$ cat config.mk
export PLATFORM = sky130hd
export DESIGN_NAME = ecg_sample_buffer
export DESIGN_NICKNAME = d
export VERILOG_FILES = /design/src/rtl/ecg_sample_buffer.sv
export SDC_FILE = /design/constraint.sdc
export NUM_CORES = 1
export LEC_CHECK = 0
export ABC_AREA = 1
export CORE_MARGIN = 1.5
export CORE_UTILIZATION = 55
export CTS_CLUSTER_SIZE = 16
export DETAILED_ROUTE_END_ITERATION = 10
export PLACE_DENSITY = 0.74
export SYNTH_ARGS = -nofsm -noshare
export SYNTH_HDL_FRONTEND = slang
export SYNTH_SLANG_ARGS = --single-unit
$ cat constraint.sdc
create_clock -name clk -period 4 [get_ports clk]
set_input_delay 0.4 -clock clk [delete_from_list [all_inputs] [get_ports clk]]
set_output_delay 0.4 -clock clk [all_outputs]
set_load 0.05 [all_outputs]
$ cat src/rtl/ecg_sample_buffer.sv
// ECG sample buffer: collects a block of samples, reports the block average,
// then streams the stored samples out over a valid/ready handshake.
module ecg_sample_buffer #(
    parameter int  DATA_W     = 12,
    parameter int  DEPTH      = 16,
    localparam int LOG2_DEPTH = $clog2(DEPTH)
) (
    input  logic                  clk,
    input  logic                  rst,
    input  logic [1:0]            state,
    input  logic [DATA_W-1:0]     sample_in,
    input  logic                  sample_valid,
    output logic [DATA_W-1:0]     out_data,
    output logic                  out_valid,
    input  logic                  out_ready,
    output logic [DATA_W-1:0]     avg_out,
    output logic                  avg_valid,
    output logic                  done,
    output logic                  overflow,
    output logic [LOG2_DEPTH:0]   count
);

    localparam logic [1:0] ST_IDLE    = 2'b00;
    localparam logic [1:0] ST_ACQUIRE = 2'b01;
    localparam logic [1:0] ST_PROCESS = 2'b10;
    localparam logic [1:0] ST_OUTPUT  = 2'b11;

    localparam int              ACC_W  = DATA_W + LOG2_DEPTH;
    localparam logic [LOG2_DEPTH:0] L_FULL = (LOG2_DEPTH+1)'(DEPTH);

    logic [DATA_W-1:0]     r_mem [DEPTH];
    logic [1:0]            r_prev_state;
    logic [ACC_W-1:0]      r_acc;
    logic [LOG2_DEPTH-1:0] r_rd;

    logic                  w_entry;
    logic                  w_full;
    logic                  w_wr;
    logic                  w_last;
    logic [LOG2_DEPTH-1:0] w_rd_nxt;

    assign w_entry  = (state != r_prev_state);
    assign w_full   = (count == L_FULL);
    assign w_wr     = (state == ST_ACQUIRE) && sample_valid && !w_full;
    assign w_rd_nxt = r_rd + 1'b1;
    assign w_last   = ({1'b0, r_rd} == (count - 1'b1));

    // Storage is not reset; only the write path touches it.
    always_ff @(posedge clk) begin
        if (!rst && w_wr)
            r_mem[count[LOG2_DEPTH-1:0]] <= sample_in;
    end

    always_ff @(posedge clk or posedge rst) begin
        if (rst) begin
            r_prev_state <= ST_IDLE;
            r_acc        <= '0;
            r_rd         <= '0;
            count        <= '0;
            overflow     <= 1'b0;
            avg_out      <= '0;
            avg_valid    <= 1'b0;
            out_data     <= '0;
            out_valid    <= 1'b0;
            done         <= 1'b0;
        end else begin
            r_prev_state <= state;
            avg_valid    <= 1'b0;
            done         <= 1'b0;
            case (state)
                ST_IDLE: begin
                    count     <= '0;
                    r_acc     <= '0;
                    r_rd      <= '0;
                    overflow  <= 1'b0;
                    out_valid <= 1'b0;
                end
                ST_ACQUIRE: begin
                    out_valid <= 1'b0;
                    if (sample_valid) begin
                        if (!w_full) begin
                            count <= count + 1'b1;
                            r_acc <= r_acc + {{LOG2_DEPTH{1'b0}}, sample_in};
                        end else begin
                            overflow <= 1'b1;
                        end
                    end
                end
                ST_PROCESS: begin
                    out_valid <= 1'b0;
                    // Divide by full depth: a short block averages in zeros.
                    if (w_entry) begin
                        avg_out   <= DATA_W'(r_acc >> LOG2_DEPTH);
                        avg_valid <= 1'b1;
                    end
                end
                default: begin
                    if (w_entry) begin
                        r_rd <= '0;
                        if (count != '0) begin
                            out_valid <= 1'b1;
                            out_data  <= r_mem[0];
                        end else begin
                            done <= 1'b1;
                        end
                    end else if (out_valid && out_ready) begin
                        if (w_last) begin
                            out_valid <= 1'b0;
                            done      <= 1'b1;
                        end else begin
                            r_rd     <= w_rd_nxt;
                            out_data <= r_mem[w_rd_nxt];
                        end
                    end
                end
            endcase
        end
    end

endmodule

-- Word level (Yosys, flattened, before mapping)
Memory sizes are Yosys's and may differ from the RTL's.
Cells that the tools add are included.
- register bits: 55
- RAM bits: 192
- bits of input ports: 18
- output and inout bits: 33
- logic and storage cells: 81
- memories: 1
- add/sub/neg operators: 4
- equality and inequality tests: 12
- multiplexer cells: 31
- bitwise logic cells: 2
- reduce and logical (&&, ||, !) cells: 21
- memories (name ; words ; bits a word ; read ports ; clocked after Yosys merged registers in ; wr ports ; line ; text):
    r_mem ; 16 ; 12 ; 2 ; 0 ; 1 ; 31 ; logic [DATA_W-1:0] r_mem [DEPTH];
- operators with widths (operator ; count):
    12-bit 2-to-1 mux ; 4
    16-bit 2-to-1 mux ; 2
    16-bit one-hot mux with 2 select lines ; 1
    16-bit by 12-bit adder with 16-bit output ; 1
    1-bit 2-to-1 mux ; 16
    4-bit 2-to-1 mux ; 3
    3-bit AND reduction ; 4
    5-bit 2-to-1 mux ; 2
    5-bit one-hot mux with 2 select lines ; 1
    3-bit nonzero test ; 3
    2-bit inequality test, second input constant ; 4
    4-bit one-hot mux with 2 select lines ; 1
    3-bit by 2-bit inequality test with 1-bit output, second input constant ; 2
    5-bit by 1-bit adder with 5-bit output, second input constant ; 1
    4-bit by 5-bit == test with 1-bit output ; 1
    5-bit == test, second input constant ; 1
    5-bit nonzero test ; 1
    5-bit by 1-bit subtractor with 5-bit output, second input constant ; 1
    4-bit by 1-bit adder with 4-bit output, second input constant ; 1
    1-bit logical AND ; 4
    4-bit AND reduction ; 1
    2-bit nonzero test ; 2
    3-bit OR reduction ; 1
    2-bit by 1-bit == test with 1-bit output, second input constant ; 1
    9 further kinds ; 11

-- Longest topological paths before layout
Gate-level depths: netlist (run 1).
- depth after elaboration: 6
- depth in mapped cells: 14

-- Worst setup path after synthesis (run 1)
No wires, ideal clock.
- kind: reg2reg
- start: register count[0]
- end: memory r_mem[4][0] (enable)
- library setup time: 396 ps
- data arrival time: 2634 ps
- data required time: 3604 ps
- slack: 970 ps
- stages on the path, launching flop included: 9
- path through: dfrtp_1 inv_1 ha_1 nand3_1 nand2_1 buf_2 nor2_2 inv_1 nor3_1
- longest elaborated chain between the ends: 6
- ends and longest elaborated chain (element ; line ; text):
    from (decl) ; 20 ; output logic [LOG2_DEPTH:0] count
    from (signal assigned) ; 82 ; count <= count + 1'b1;
    5-bit == test ; 43 ; assign w_full = (count == L_FULL);
    1-bit logical NOT ; -- ;
    1-bit logical AND ; 44 ; assign w_wr = (state == ST_ACQUIRE) && sample_valid && !w_full;
    1-bit logical AND ; 50 ; if (!rst && w_wr)
    1-bit 2-to-1 mux ; 50 ;
    1-bit 2-to-1 mux (not written as such) ; 51 ; r_mem[count[LOG2_DEPTH-1:0]] <= sample_in;
    to (decl) ; 31 ;
Several ways; a longest one is shown, not always the timed one.

-- Final worst setup path (run 1)
- start: register count[0]
- end: memory r_mem[0][4] (enable)
The elaborated chain is that of the path after synthesis.

==> flow_summary.toml, run 1 <==
[die]
die_w_um = 144
fp.dieH_um = 144
die_area_mm2 = 0.0208
initial_core_util = 0.562
coreArea_mm2 = 0.0195
rows = 51
design.portCount = 51

[pwr]
p_leak_nw = 4.90
p_per_area_mw_per_mm2 = 544
peakVddDrop_v = 0.000363

[synth]
synth_top_area_cell = "edfxtp_1"
synth_most_common_cell = "nor2_1"
synth_top_area_share = 0.527
synth_cell_types = 35
ys_ff_latch = 247
syn-cell-area_mm2 = 0.0109
netlist_instances = 1063
synth_common_cells = "252 x nor2_1, 192 x edfxtp_1, 154 x nand2_1"
synth-edff-count = 192
ys_seq_area_frac = 0.653
syn_nets = 1103
synthArstFlopShare = 0.223
synth_area_per_cell_um2 = 10.3
synth_ff_type = "edfxtp_1"
yosys_warnings = 0
synth.area.top_cells = "edfxtp_1 53%, dfrtp_1 13%, nor2_1 8.6%"

[clocking]
cts_buffers = 26
cts_root_buffer = "clkbuf_16"
cts-resized-gates = 0
cts.sink_count = 247
holdBufCountCts = 0
clock_latency_ns = 0.52
tritoncts = "built"
post-cts-setup-buffers = 0
cts.htree.levels = 1
clk_path_buf_depth = 3
clk_pin_slew_ns = 0.06

[sta]
max_slew_margin = 0.297
tightestPinTransition_ns = 1.05
grt_setup_unrepaired = "false"
min_period_ns = 2.50
final-setup-viol-count = 0
slew_violations = 0
holdWs_ns = 0.351
fin_setup_tns_ns = 0
clock_skew_ns = 0.0120
max_freq_mhz = 400
timing.final.crit_share = 0.624
hold_violations = 0

[setup_path]
r2r_start = "count[0]"
cp.buffers_inverters = 3
crit_family = "buffers and inverters"
cp_cell_sequence = "inv_1, ha_1, nand3_1, nand2_1, buf_4, nor2_2, nand3_1, inv_1"
crit_type = "flip-flop to flip-flop"
slowest_delay_ns = 0.50
crit_slowest_cell = "dfrtp_1"
start_kind = "flip-flop"
arrival_ns = 2.66
reg2regPathDepth = 8
regToRegSetupSlack_ns = 1.50
worstPathRequired_ns = 4.16
crit_fanout = 12
crit_path_end_kind = "flip-flop"
timing.rr.end = "r_mem[0][4]"

[run_status]
status = "finished, final reports clean"

[global_route]
grt_max_degree = 97
grt_pass1_vias = 7662
track_usage = 0.254
grt_pass1_wl_mm = 40.1
grt_overflow = 0
antenna_found_initial = 0

[min_path]
hold_class = "input port to asynchronous set/reset pin"

[routing]
via_per_inst = 5.67
postRouteAntennaNets = 0
wire_per_inst_um = 18.2
drcViolationCount = 0
first_pass_iters = 7
drt-initial-drc-count = 888
wirelength_mm = 25.6
vias = 7973

[placement]
io_buffer_count = 50
gp_congestion = 0.883
dpl.hpwl_mm = 15.5
placed_cells = 1358

[cells_and_area]
nNetsFinal = 1161
n_antenna_cell = 0
finalNonFillerCells = 1405
multiInputGateArea_mm2 = 0.00340
areaGrowthSynthToFinish_pct = 14.3
drive_above_1_share = 0.0719
seqCellArea_mm2 = 0.00714
fillers = 1535

[run]
cap_viol_max_count = 0
## area by class of cell
| type | count | area share |
|---|---|---|
| multi-input combinational | 721 | 0.272 |
| timing repair buffer | 75 | 0.0550 |
| tap | 265 | 0.0265 |
| inverter | 50 | 0.0150 |
| sequential | 247 | 0.571 |
| clock buffer | 37 | 0.0570 |
| clock inverter | 10 | 0.00400 |
## kinds of logic (layout without fill, tap and decap cells)
logic type | after synthesis | after routing | share of synthesized area
xor+xnor | 9 | 9 | 0.00858
simple gates | 542 | 542 | 0.205
compound gates | 148 | 148 | 0.0702
buf+inv | 95 | 172 | 0.0382
fa+ha+maj | 22 | 22 | 0.0258
flops | 247 | 247 | 0.653
## sequential cells by signal (all words and copies together) (netlist names)
signal and count:
out_data 12, done 1, r_acc 16, out_valid 1, r_mem 192, r_prev_state 2
overflow 1, avg_valid 1, avg_out 12, r_rd 4, count 5
## metal layers
layer,global-route usage,wire (um),vias to the layer above,part of all wire
met5,0,0,-,0
met1,0.354,10900,3837,0.43
met2,0.414,12100,327,0.47
met3,0.0311,1740,60,0.068
li1,-,-,3749,-
met4,0.0934,769,0,0.030
## worst reg2reg max path, stage by stage, from the launching register on
cell and delay (ns):
dfrtp_1 0.50, inv_1 0.16, ha_1 0.30, nand3_1 0.14, nand2_1 0.06, buf_4 0.19, nor2_2 0.18, nand3_1 0.09
inv_1 0.50
## cell usage in the layout, fill, tap and decap left out, types with 4 or more instances in the layout
master / n
inv_2: 8
dfrtp_1: 54
xnor2_1: 5
edfxtp_1: 192
buf_4: 25
clkinv_1: 6
o21ai_0: 119
nand2_1: 154
a21oi_1: 16
clkbuf_1: 10
inv_1: 41
nand3_1: 116
clkbuf_16: 27
o22ai_1: 4
nor2_2: 5
nor2_1: 252
clkinv_2: 4
ha_1: 21
clkdlybuf4s50_1: 50
## per-stage QoR
step | power, mW | util | instance area (um2) | worst slack [ns]
after global routing | 7.11 | 0.643 | 12500 | 1.26
after detailed placement | 4.67 | 0.604 | 11700 | 1.16
after floorplan | 4.19 | - | 10900 | 0.970
final | 6.80 | 0.643 | 12500 | 1.50
after CTS | 6.83 | 0.643 | 12500 | 1.52
after global placement | 4.63 | 0.604 | 11700 | 1.23
## power by group
part           switching (mW)  leakage, nW  internal [mW]  total (mW)
sequential             0.0997         2.45           2.91        3.01
clock                   0.943        0.374           1.24        2.18
combinational            1.10         2.08          0.511        1.61
## how the worst max path moves through the flow
stage	to	from	slack [ns]	cells past startpoint
2_1_floorplan	r_mem[4][0]	count[0]	0.97	8
6_report	r_mem[0][4]	count[0]	1.50	8
5_1_grt	out_data[5]	r_rd[0]	1.26	10
4_1_cts	r_mem[0][4]	count[0]	1.52	8
3_5_place_dp	r_acc[10]	sample_in[0]	1.16	11
3_3_place_gp	r_acc[10]	sample_in[0]	1.23	11
Note: power is estimated with default switching activity, not from simulation.
==> inputs of run 2 (changes only) <==
==> constraint.sdc (replaced) <==
create_clock -name clk -period 2.6 [get_ports clk]
set_input_delay 0.26 -clock clk [delete_from_list [all_inputs] [get_ports clk]]
set_output_delay 0.26 -clock clk [all_outputs]
set_load 0.05 [all_outputs]
==> flow_summary.toml, run 2 (synthesis results as in run 1) <==
[pwr]
power_frac_comb = 0.233
p_leak_nw = 5.09
peakVddDrop_v = 0.000620
p_total_mw = 11.1
seqPwrFrac = 0.415
intPower_mw = 7.79
p_per_area_mw_per_mm2 = 865
p_sw_mw = 3.34
power_frac_clock = 0.352
sw_frac_of_total = 0.300

[routing]
postRouteAntennaNets = 0
drcViolationCount = 0
wirelength_met1_mm = 11.2
wire_per_inst_um = 18.9
vias = 7895
wl_met3_mm = 1.95
first_pass_iters = 5
top_layer = "met4"
wirelength_mm = 26.9
via_per_inst = 5.55
drt-initial-drc-count = 817
wl_met2_mm = 13.0

[cells_and_area]
nNetsFinal = 1180
largest_reg_flops = 192
areaGrowthSynthToFinish_pct = 17.4
final_common_cell = "nor2_1"
layout_common_cells = "252 x nor2_1, 192 x edfxtp_1, 154 x nand2_1"
drive_above_1_share = 0.0915
n_antenna_cell = 0
final_core_util = 0.660
finalNonFillerCells = 1423

[die]
fp.dieH_um = 144
initial_core_util = 0.562
design.portCount = 51
coreArea_mm2 = 0.0195
die_area_mm2 = 0.0208
rows = 51
die_w_um = 144

[clocking]
clk_pin_slew_ns = 0.06
cts-resized-gates = 0
cts.htree.levels = 1
post-cts-setup-buffers = 0
cts_buffers = 25
holdBufCountCts = 0
clk_path_buf_depth = 3
tritoncts = "built"
clock_latency_ns = 0.53
cts.sink_count = 247
cts_root_buffer = "clkbuf_16"

[sta]
hold_violations = 0
final-setup-viol-count = 0
grt_setup_unrepaired = "false"
min_period_ns = 2.35
tightestPinTransition_ns = 0.651
max_slew_margin = 0.565
slew_violations = 0
timing.final.crit_share = 0.902
fin_ws_ns = 0.254
clock_skew_ns = 0.0253
max_freq_mhz = 426

[setup_path]
start_kind = "flip-flop"
regToRegSetupSlack_ns = 0.25
slowest_delay_ns = 0.42
cp_cell_sequence = "inv_1, ha_1, nand3_1, nand2_1, nor2_2, nand2_1, nor2_1, buf_4"
crit_slowest_cell = "dfrtp_1"
crit_top_cell = "nand2_1"
crit_fanout = 12
crit_type = "flip-flop to flip-flop"
reg2regPathDepth = 8
worstPathRequired_ns = 2.83
timing.rr.end = "r_mem[1][7]"
r2r_start = "count[1]"
arrival_ns = 2.58
crit_path_end_kind = "flip-flop"

[placement]
dpl.hpwl_mm = 17.9
placed_cells = 1378
place_ws_ns = 0.123
gp_congestion = 0.941
io_buffer_count = 50

[global_route]
track_usage = 0.267
antenna_found_initial = 0
grt_pass1_vias = 7579
grt_max_degree = 97
grt_pass1_wl_mm = 41.2
grt_overflow = 0

[run]
cap_viol_max_count = 0

[run_status]
status = "finished, final reports clean"

[min_path]
hold_class = "input port to asynchronous set/reset pin"
[run 2: changes by cell type in the layout (fill, tap and decap cells not counted), sizes merged]
cell / previous run / this run
buf: 25 / 45
bufinv: 0 / 6
clkbuf: 37 / 32
clkinv: 10 / 7
[run 2: metal layers]
layer | track usage | vias to the layer above
li1 | - | 3780
met2 | 0.448 | 332
met4 | 0.0961 | 0
met3 | 0.0404 | 58
met1 | 0.354 | 3725
met5 | 0 | -
[run 2: area by class of cell]
cell class                 instances  area [um2]
timing repair buffer              95         863
fill                            1436        6610
clock buffer                      32         694
clock inverter                    13         214
multi-input combinational        721        3420
tap                              265         332
inverter                          50         188
sequential                       247        7140
[run 2: worst max-delay path: cells and delay by family (launching register included)]
family        cells  cell delay [ns]
simple gates      5             0.98
flops             1             0.42
buf+inv           2             0.38
fa+ha+maj         1             0.28
[run 2: power groups by stage]
stage	combinational [mW]	clock [mW]	sequential, mW
after detailed placement	2.56	0	4.70
final	2.59	3.92	4.62
after floorplan	1.30	0	5.16
after CTS	2.58	3.96	4.62
after global routing	2.84	4.09	4.65
after global placement	2.53	0	4.69
[run 2: how the worst max path moves through the flow]
stage / start / to / slack, ns / cells after the start
after floorplan: count[0] / r_mem[10][0] / -0.12 / 8
after global placement: state[1] / r_mem[5][0] / 0.23 / 10
after detailed placement: state[1] / r_mem[1][11] / 0.12 / 10
after CTS: count[1] / r_mem[1][1] / 0.31 / 8
after global routing: count[1] / r_mem[1][5] / 0.16 / 8
final: count[1] / r_mem[1][7] / 0.25 / 8
[run 2: metrics by stage]
stage          area, um2  hold WS, ns  TNS [ns]
2_1_floorplan      11000        0.291    -17.96
3_3_place_gp       11900        0.461         0
3_5_place_dp       11900        0.464         0
4_1_cts            12900        0.147         0
5_1_grt            12900        0.178         0
6_report           12900        0.146         0
